[config.mk]
export PLATFORM = sky130hd
export DESIGN_NAME = dma_stream_fifo
export DESIGN_NICKNAME = d
export VERILOG_FILES = /design/src/rtl/dma_stream_fifo.sv
export SDC_FILE = /design/constraint.sdc
export NUM_CORES = 2
export LEC_CHECK = 0
export ABC_CLOCK_PERIOD_IN_PS = 20800
export CORE_ASPECT_RATIO = 0.75
export CORE_MARGIN = 2
export CORE_UTILIZATION = 40
export CTS_BUF_LIST = sky130_fd_sc_hd__clkbuf_4
export DETAILED_ROUTE_END_ITERATION = 6
export GPL_TIMING_DRIVEN = 0
export SLEW_MARGIN = 5
export SYNTH_ARGS = -nofsm -noshare
export SYNTH_HDL_FRONTEND = slang
export SYNTH_SLANG_ARGS = --single-unit
[constraint.sdc]
create_clock -name i_clk -period 20.8 [get_ports i_clk]
set_input_delay 4.16 -clock i_clk [delete_from_list [all_inputs] [get_ports i_clk]]
set_output_delay 4.16 -clock i_clk [all_outputs]
set_load 0.05 [all_outputs]
[src/rtl/dma_stream_fifo.sv]
// Per-stream byte-granular circular FIFO. It accepts 1/2/4-byte pushes and serves 1/2/4-byte pops.
// Optional threshold output is enabled by defining DMA_FIFO_THRESH_EN.
module dma_stream_fifo #(
   parameter int fifo_size = 5
) (
   input  logic                 i_clk,
   input  logic                 i_reset,
   input  logic                 i_clear,
   input  logic                 i_wr_en,
   input  logic [1:0]           i_wr_size,
   input  logic [31:0]          i_wr_data,
   output logic                 o_wr_ready,
   input  logic                 i_rd_en,
   input  logic [1:0]           i_rd_size,
   output logic [31:0]          o_rd_data,
   output logic                 o_rd_valid,
   output logic [fifo_size:0]   o_left_bytes,
   output logic                 o_empty,
   output logic                 o_full,
`ifdef DMA_FIFO_THRESH_EN
   input  logic [1:0]           i_fth,
   output logic                 o_fth_hit,
`endif
   output logic                 o_err
);
   localparam int DEPTH = 1 << fifo_size;
   localparam int PW    = fifo_size;
   localparam int CW    = fifo_size + 1;

   logic [7:0]    mem_q [DEPTH];
   logic [7:0]    mem_d [DEPTH];
   logic [PW-1:0] wr_ptr_q, wr_ptr_d, rd_ptr_q, rd_ptr_d;
   logic [CW-1:0] count_q, count_d, free_bytes;
   logic          err_q, err_d;
   logic [2:0]    nwr, nrd;
   logic          wr_fire, rd_fire;

   // Illegal encoding maps to zero bytes, so it can never satisfy ready/valid.
   function automatic logic [2:0] size_bytes(input logic [1:0] s);
      case (s)
         2'd0:    return 3'd1;
         2'd1:    return 3'd2;
         2'd2:    return 3'd4;
         default: return 3'd0;
      endcase
   endfunction

   always_comb begin
      nwr        = size_bytes(i_wr_size);
      nrd        = size_bytes(i_rd_size);
      free_bytes = CW'(DEPTH) - count_q;
      o_wr_ready = (nwr != 3'd0) && (free_bytes >= CW'(nwr));
      o_rd_valid = (nrd != 3'd0) && (count_q >= CW'(nrd));
      wr_fire    = i_wr_en && o_wr_ready;
      rd_fire    = i_rd_en && o_rd_valid;

      o_rd_data = '0;
      if (o_rd_valid) begin
         for (int k = 0; k < 4; k++) begin
            if (k < int'(nrd)) o_rd_data[8*k +: 8] = mem_q[PW'(rd_ptr_q + PW'(k))];
         end
      end

      mem_d    = mem_q;
      wr_ptr_d = wr_ptr_q;
      rd_ptr_d = rd_ptr_q;
      count_d  = count_q;
      err_d    = err_q;
      if (i_clear) begin
         wr_ptr_d = '0;
         rd_ptr_d = '0;
         count_d  = '0;
         err_d    = 1'b0;
      end else begin
         if (wr_fire) begin
            for (int k = 0; k < 4; k++) begin
               if (k < int'(nwr)) mem_d[PW'(wr_ptr_q + PW'(k))] = i_wr_data[8*k +: 8];
            end
            wr_ptr_d = wr_ptr_q + PW'(nwr);
         end
         if (rd_fire) rd_ptr_d = rd_ptr_q + PW'(nrd);
         // Both sides judged against the pre-cycle count; no same-cycle bypass.
         count_d = count_q + (wr_fire ? CW'(nwr) : CW'(0)) - (rd_fire ? CW'(nrd) : CW'(0));
         err_d   = err_q | (i_wr_en && i_wr_size == 2'd3) | (i_rd_en && i_rd_size == 2'd3);
      end
   end

   always_ff @(posedge i_clk) begin
      if (i_reset) begin
         wr_ptr_q <= '0;
         rd_ptr_q <= '0;
         count_q  <= '0;
         err_q    <= 1'b0;
      end else begin
         wr_ptr_q <= wr_ptr_d;
         rd_ptr_q <= rd_ptr_d;
         count_q  <= count_d;
         err_q    <= err_d;
      end
   end

   always_ff @(posedge i_clk) begin
      mem_q <= mem_d;
   end

   assign o_left_bytes = count_q;
   assign o_empty      = (count_q == '0);
   assign o_full       = (count_q == CW'(DEPTH));
   assign o_err        = err_q;

`ifdef DMA_FIFO_THRESH_EN
   logic [CW-1:0] thresh;
   assign thresh    = CW'((int'(i_fth) + 1) * (DEPTH / 4));
   assign o_fth_hit = (count_q >= thresh);
`endif
endmodule

After elaboration in Yosys (flattened, before gate mapping)

Cells that the tools add are included.

Mux-type cells: 43
Reductions and logical operators: 17
$lt $le $gt $ge: 22
Divide/modulo/power cells: 0
$add $sub $neg: 11
Multiply operators: 0
Bitwise operators: 11
Shifts and indexed selects: 0
Equality and inequality tests: 7

Operator list:

| cell                | number |
|---|---|
| $mux 256            | 10 |
| $bwmux 256          | 4 |
| $bmux 8 s5          | 4 |
| $demux 8 s5         | 4 |
| $mux 8              | 16 |
| $ge 6x6->1 const B  | 8 |
| $not 5->6           | 8 |
| $mux 32             | 1 |
| $lt 6x1->1 const B  | 4 |
| $add 5x2->5 const B | 4 |
| $pmux 3 s3          | 2 |
| $ge 6x3->1          | 2 |
| $lt 1x3->1 const A  | 4 |
| $lt 2x3->1 const A  | 4 |
| $add 5x1->5 const B | 2 |
| $add 5x3->5         | 2 |
| $logic_and 1x1->1   | 10 |
| $eq 2x2->1 const B  | 4 |
| $add 6x3->6         | 1 |
| $eq 6x6->1 const B  | 1 |
| $logic_not 6->1     | 1 |
| $mux 3              | 2 |
| $reduce_bool 3->1   | 2 |
| $sub 6x3->6         | 1 |
| 7 further kinds     | 10 |

Output and inout bits: 43
Flip-flop bits (word level): 273
Latch bits: 0
Bits in writable memories: 0
Logic and storage cells: 147
Bits of input ports: 41
Memories kept: 0
ROM bits: 0

Depth between registers and ports, before layout

Depth after elaboration: 19
Mapped depth: 19
Depth with buffers taken out: 19

Least setup slack after synthesis

No wires, ideal clock.

Path kind: input to register
Start: input port i_wr_size[0]
End: register mem_q[0] (netlist bit) (enable)
Arrival time: 15938 ps
Buffers on the path: 0
Setup slack: 3983 ps
Library setup time: 879 ps
Required time: 19921 ps
Cell stages on the path: 8
Cell sequence: inv_1 -> ha_1 -> inv_1 -> ha_1 -> inv_1 -> o2111ai_1 -> nand3b_1 -> nor2_1

Longest elaborated chain between the ends: 6
Elaborated cells between the ends (all ways): 9
Classes of those cells: order compare: 1; eq/ne: 2; mux: 1; reduce/logical: 5

Ends and longest elaborated chain:

| element                                         | line | source |
|---|---|---|
| start, declared                                 | 10   | `input logic [1:0] i_wr_size,` |
| $eq 2x2->1, or another cell as far along        | 40   | `case (s)` |
| $pmux 3 s3 (*)                                  | 40   |  |
| $ge 6x3->1 or $reduce_bool 3->1 (tied branches) | 52   | `o_wr_ready = (nwr != 3'd0) && (free_bytes >= CW'(nwr));` |
| $logic_and 1x1->1 (*)                           | 52   |  |
| $logic_and 1x1->1 (*)                           | 54   | `wr_fire = i_wr_en && o_wr_ready;` |
| $reduce_and 2->1 (no line) (*)                  | n/a  |  |
| end signal, assigned                            | 103  | `mem_q <= mem_d;` |
| end, declared                                   | 30   | `logic [7:0] mem_q [DEPTH];` |

Mark *: on every way between the ends. The rest lies on a longest branch, timed or not.
A chain may end at the register's enable or synchronous reset.

Worst setup path in the final report

Start: input port i_rd_size[0]
End: output port o_rd_data[11]

Longest elaborated chain between the ends: 5
Elaborated cells between the ends (all ways): 10
Classes of those cells: order compare: 2; eq/ne: 2; mux: 3; reduce/logical: 3

Ends and longest elaborated chain:

| element                                     | line   | source |
|---|---|---|
| start, declared                             | 14     | `input logic [1:0] i_rd_size,` |
| $eq 2x2->1, or another cell as far along    | 40     |  |
| $pmux 3 s3 (*)                              | 40     |  |
| $ge 6x3->1, or another cell as far along    | 53     | `o_rd_valid = (nrd != 3'd0) && (count_q >= CW'(nrd));` |
| $logic_and 1x1->1 or $mux 8 (tied branches) | 53, 60 |  |
| $mux 32 (*)                                 | 58     | `if (o_rd_valid) begin` |
| end, declared                               | 15     | `output logic [31:0] o_rd_data,` |

Marks and branches as above.

==> reports/metrics.cfg <==
[status]
run_status=finished, violations left
violations=DRC, capacitance limit, slew limit

[place]
gp_congestion=1.06
dp.cells=4293
portBuffers=82
dp_slack_ns=8.00
dp_hpwl_um=146000

[setup_path]
reg2reg_slack_ns=15.59
path_buf_inv=4
cp_cell_sequence=clkdlybuf4s50_1, inv_1, ha_1, inv_1, ha_1, o31ai_1, o21ai_0, nand4b_1, o22ai_1, a21o_1, clkdlybuf4s50_1
critPathKind=input port to primary output
rr_startpoint=wr_ptr_q[1]
end_kind=primary output
worstReg2RegEnd=mem_q[30]
crit_slowest_cell=nand4b_1
worstPathMaxFanout=8
crit_family=compound AO/OA/AOI/OAI gates
start_kind=input port
cp_slowest_stage_delay_ns=0.84
worst_ep_arrival_time_ns=8.97
worst-r2r-cell-count=12
crit_required_ns=16.64

[floorplanning]
fp.dieH_um=238
boundaryPins=84
die_area_um2=75500
initial_core_util=0.407
core_area_um2=72100
rows=85
fp.dieW_um=317

[power_and_ir_drop]
p_seq_frac=0.364
clkPwrFrac=0.233
p_sw_mw=1.09
p_leak_nw=12.2
p_int_mw=1.33
power.density_nw_per_um2=74.0
power_frac_comb=0.403
irDropWorstVdd_mv=0.0532
switching_share=0.451

[clock_tree]
numClockSinks=273
insertion_delay_ns=0.87
cts-root-buf=clkbuf_4
cts_buffers=85
post_cts_buffers=0
cts_htree_levels=3
clk_pin_slew_ns=0.07
cts.repair.resized=0
holdBufCountCts=0
tritoncts=done
clockBufferDepth=3

[sta]
finalCritPeriodShare=0.631
maxSlewViolCount=2
max_freq_mhz=76.1
setup_viol=0
whs_ns=0.500
min_period_ns=13.13
clock_skew_ns=0.0642
tightest_slew_ns=1.53
hold_viol=0
timing.final.ws_setup_ns=7.67
fin_tns_setup_ns=0
grt_setup_unrepaired=no
slew_headroom=-0.0288

[grt]
grt_pass1_wl_um=257000
first_global_vias=29400
grt_antenna_before_repair=17
grt.overflow.total=0
grt_usage=0.504
grt_max_degree=32

[layout]
drive_gt1_frac=0.150
final_core_util=0.453
layout.cells.non_filler=4459
final_nets=3508
areaGrowthSynthToFinish_pct=11.4

[yosys]
avgSynthCellArea_um2=9.04
synth_seq_area_share=0.274
synth_seq_cells=273
yosysWarnings=0
syn_area_um2=29300
syn_inst=3243
synth-main-ff-cell=edfxtp_1
synth_edf_count=256
ys_types=92
async_flop_share=0
syn-num-nets=3327

[flow_run]
cap_violations=2

[detailed_routing]
vias_per_cell=7.38
drtAntennaViolNets=0
drt_iter0_drc=5935
firstDrtPassIters=7
wire_per_inst_um=43.6
vias=32900
drt-total-wl_um=195000
drc=25

[worst_hold_path]
holdPathStages=2
hold_class=register to register
whs_endpoint=o_err
worstHoldStart=o_err

area by class of cell:
type                            count  area (um2)
Fill cell                        7250       39500
Multi-Input combinational cell   2606       19700
Sequential cell                   273        8030
Buffer                            335        1530
Tap cell                          957        1200
Timing Repair Buffer               94        1030
Clock buffer                      119         893
Clock inverter                     26         141
Inverter                           29         109
Antenna cell                       20        50.0
worst reg2reg max path, cell delays in order (launching register included):
cell and delay (ns):
dfxtp_1 0.67, buf_4 0.29, buf_4 0.18, clkbuf_1 0.54, inv_1 0.31, ha_1 0.54, nor2b_1 0.30, nand2_1 0.37
a21oi_1 1.03, buf_2 0.41, a211oi_1 0.08, a21oi_1 0.15, a21oi_1 0.09
cells by family (layout without fill, tap and decap cells):
logic type / after synthesis / count (layout) / share of synthesized area
flops: 273 / 273 / 0.274
compound gates: 1001 / 1001 / 0.217
fa+ha+maj: 43 / 43 / 0.0196
buf+inv: 364 / 603 / 0.0559
simple gates: 1003 / 1003 / 0.152
other cells: 0 / 20 / 0
mux: 536 / 536 / 0.273
xor+xnor: 23 / 23 / 0.00777
layout by cell type, fill, tap and decap left out, types with 26 or more instances in the layout:
master	instances
clkbuf_4	119
nor2_1	321
clkdlybuf4s50_1	82
o21ai_0	206
o22ai_1	28
edfxtp_1	256
and2_1	26
buf_2	71
clkbuf_1	213
nand3_1	107
a31oi_1	76
a32oi_1	41
mux2i_1	317
a211oi_1	137
a22oi_1	40
o211ai_1	32
inv_1	27
a21oi_1	282
buf_4	31
ha_1	38
mux4_2	203
nand2_1	409
sequential cells by signal (all words and copies together), names as in the netlist:
| signal | flops |
|---|---|
| mem_q | 256 |
| o_err | 1 |
| o_left_bytes | 6 |
| rd_ptr_q | 5 |
| wr_ptr_q | 5 |
through the flow:
stage	power (mW)	cell area, um2
5_1_grt	2.44	32600
3_5_place_dp	1.79	31500
3_3_place_gp	1.82	31300
2_1_floorplan	1.37	29300
6_report	2.42	32700
4_1_cts	2.33	32600
layer usage:
layer / track usage / routed length (um)
met5: 0.0149 / 528
met2: 0.632 / 71400
met1: 0.662 / 73200
met3: 0.315 / 38100
met4: 0.243 / 11300
power groups by stage:
stage                     Sequential [mW]  Combinational, mW  Clock [mW]
after floorplan                     0.769              0.597           0
after global placement              0.894              0.923           0
after detailed placement            0.854              0.933           0
after CTS                           0.843              0.936       0.556
after global routing                0.862              0.998       0.584
final                               0.879              0.974       0.564
cell usage after synthesis, drive strengths merged (11+ instances only):
master | n | area (um2)
a22oi | 40 | 300
o211ai | 32 | 240
a21oi | 284 | 1430
o22ai | 29 | 188
a221o | 25 | 250
nor2b | 17 | 109
clkbuf | 215 | 810
a211oi | 137 | 1030
nand3 | 108 | 546
a221oi | 12 | 111
and2 | 28 | 175
edfxtp | 256 | 7690
a22o | 16 | 140
nand2b | 16 | 100
a32oi | 41 | 359
o2111ai | 18 | 158
ha | 38 | 475
a31oi | 76 | 475
buf | 120 | 719
a21o | 21 | 158
nand2 | 421 | 1610
dfxtp | 17 | 340
and3 | 12 | 75.1
mux4 | 209 | 4730
o21ai | 223 | 1120
nor3 | 11 | 65.1
inv | 28 | 105
nor2 | 333 | 1290
xnor2 | 17 | 156
mux2i | 317 | 3170
how the worst max path moves through the flow:
stage / cells past startpoint / startpoint / slack [ns] / end
after global placement: 9 / i_wr_size[0] / -3.81 / mem_q[246]
after global routing: 11 / i_rd_size[0] / 7.61 / o_rd_data[13]
final: 11 / i_rd_size[0] / 7.67 / o_rd_data[11]
after floorplan: 8 / i_wr_size[0] / 3.98 / mem_q[0]
after detailed placement: 11 / i_rd_size[0] / 8.00 / o_rd_data[11]
after CTS: 11 / i_rd_size[0] / 7.98 / o_rd_data[11]
No activity file was read; power rests on OpenSTA's default activity.
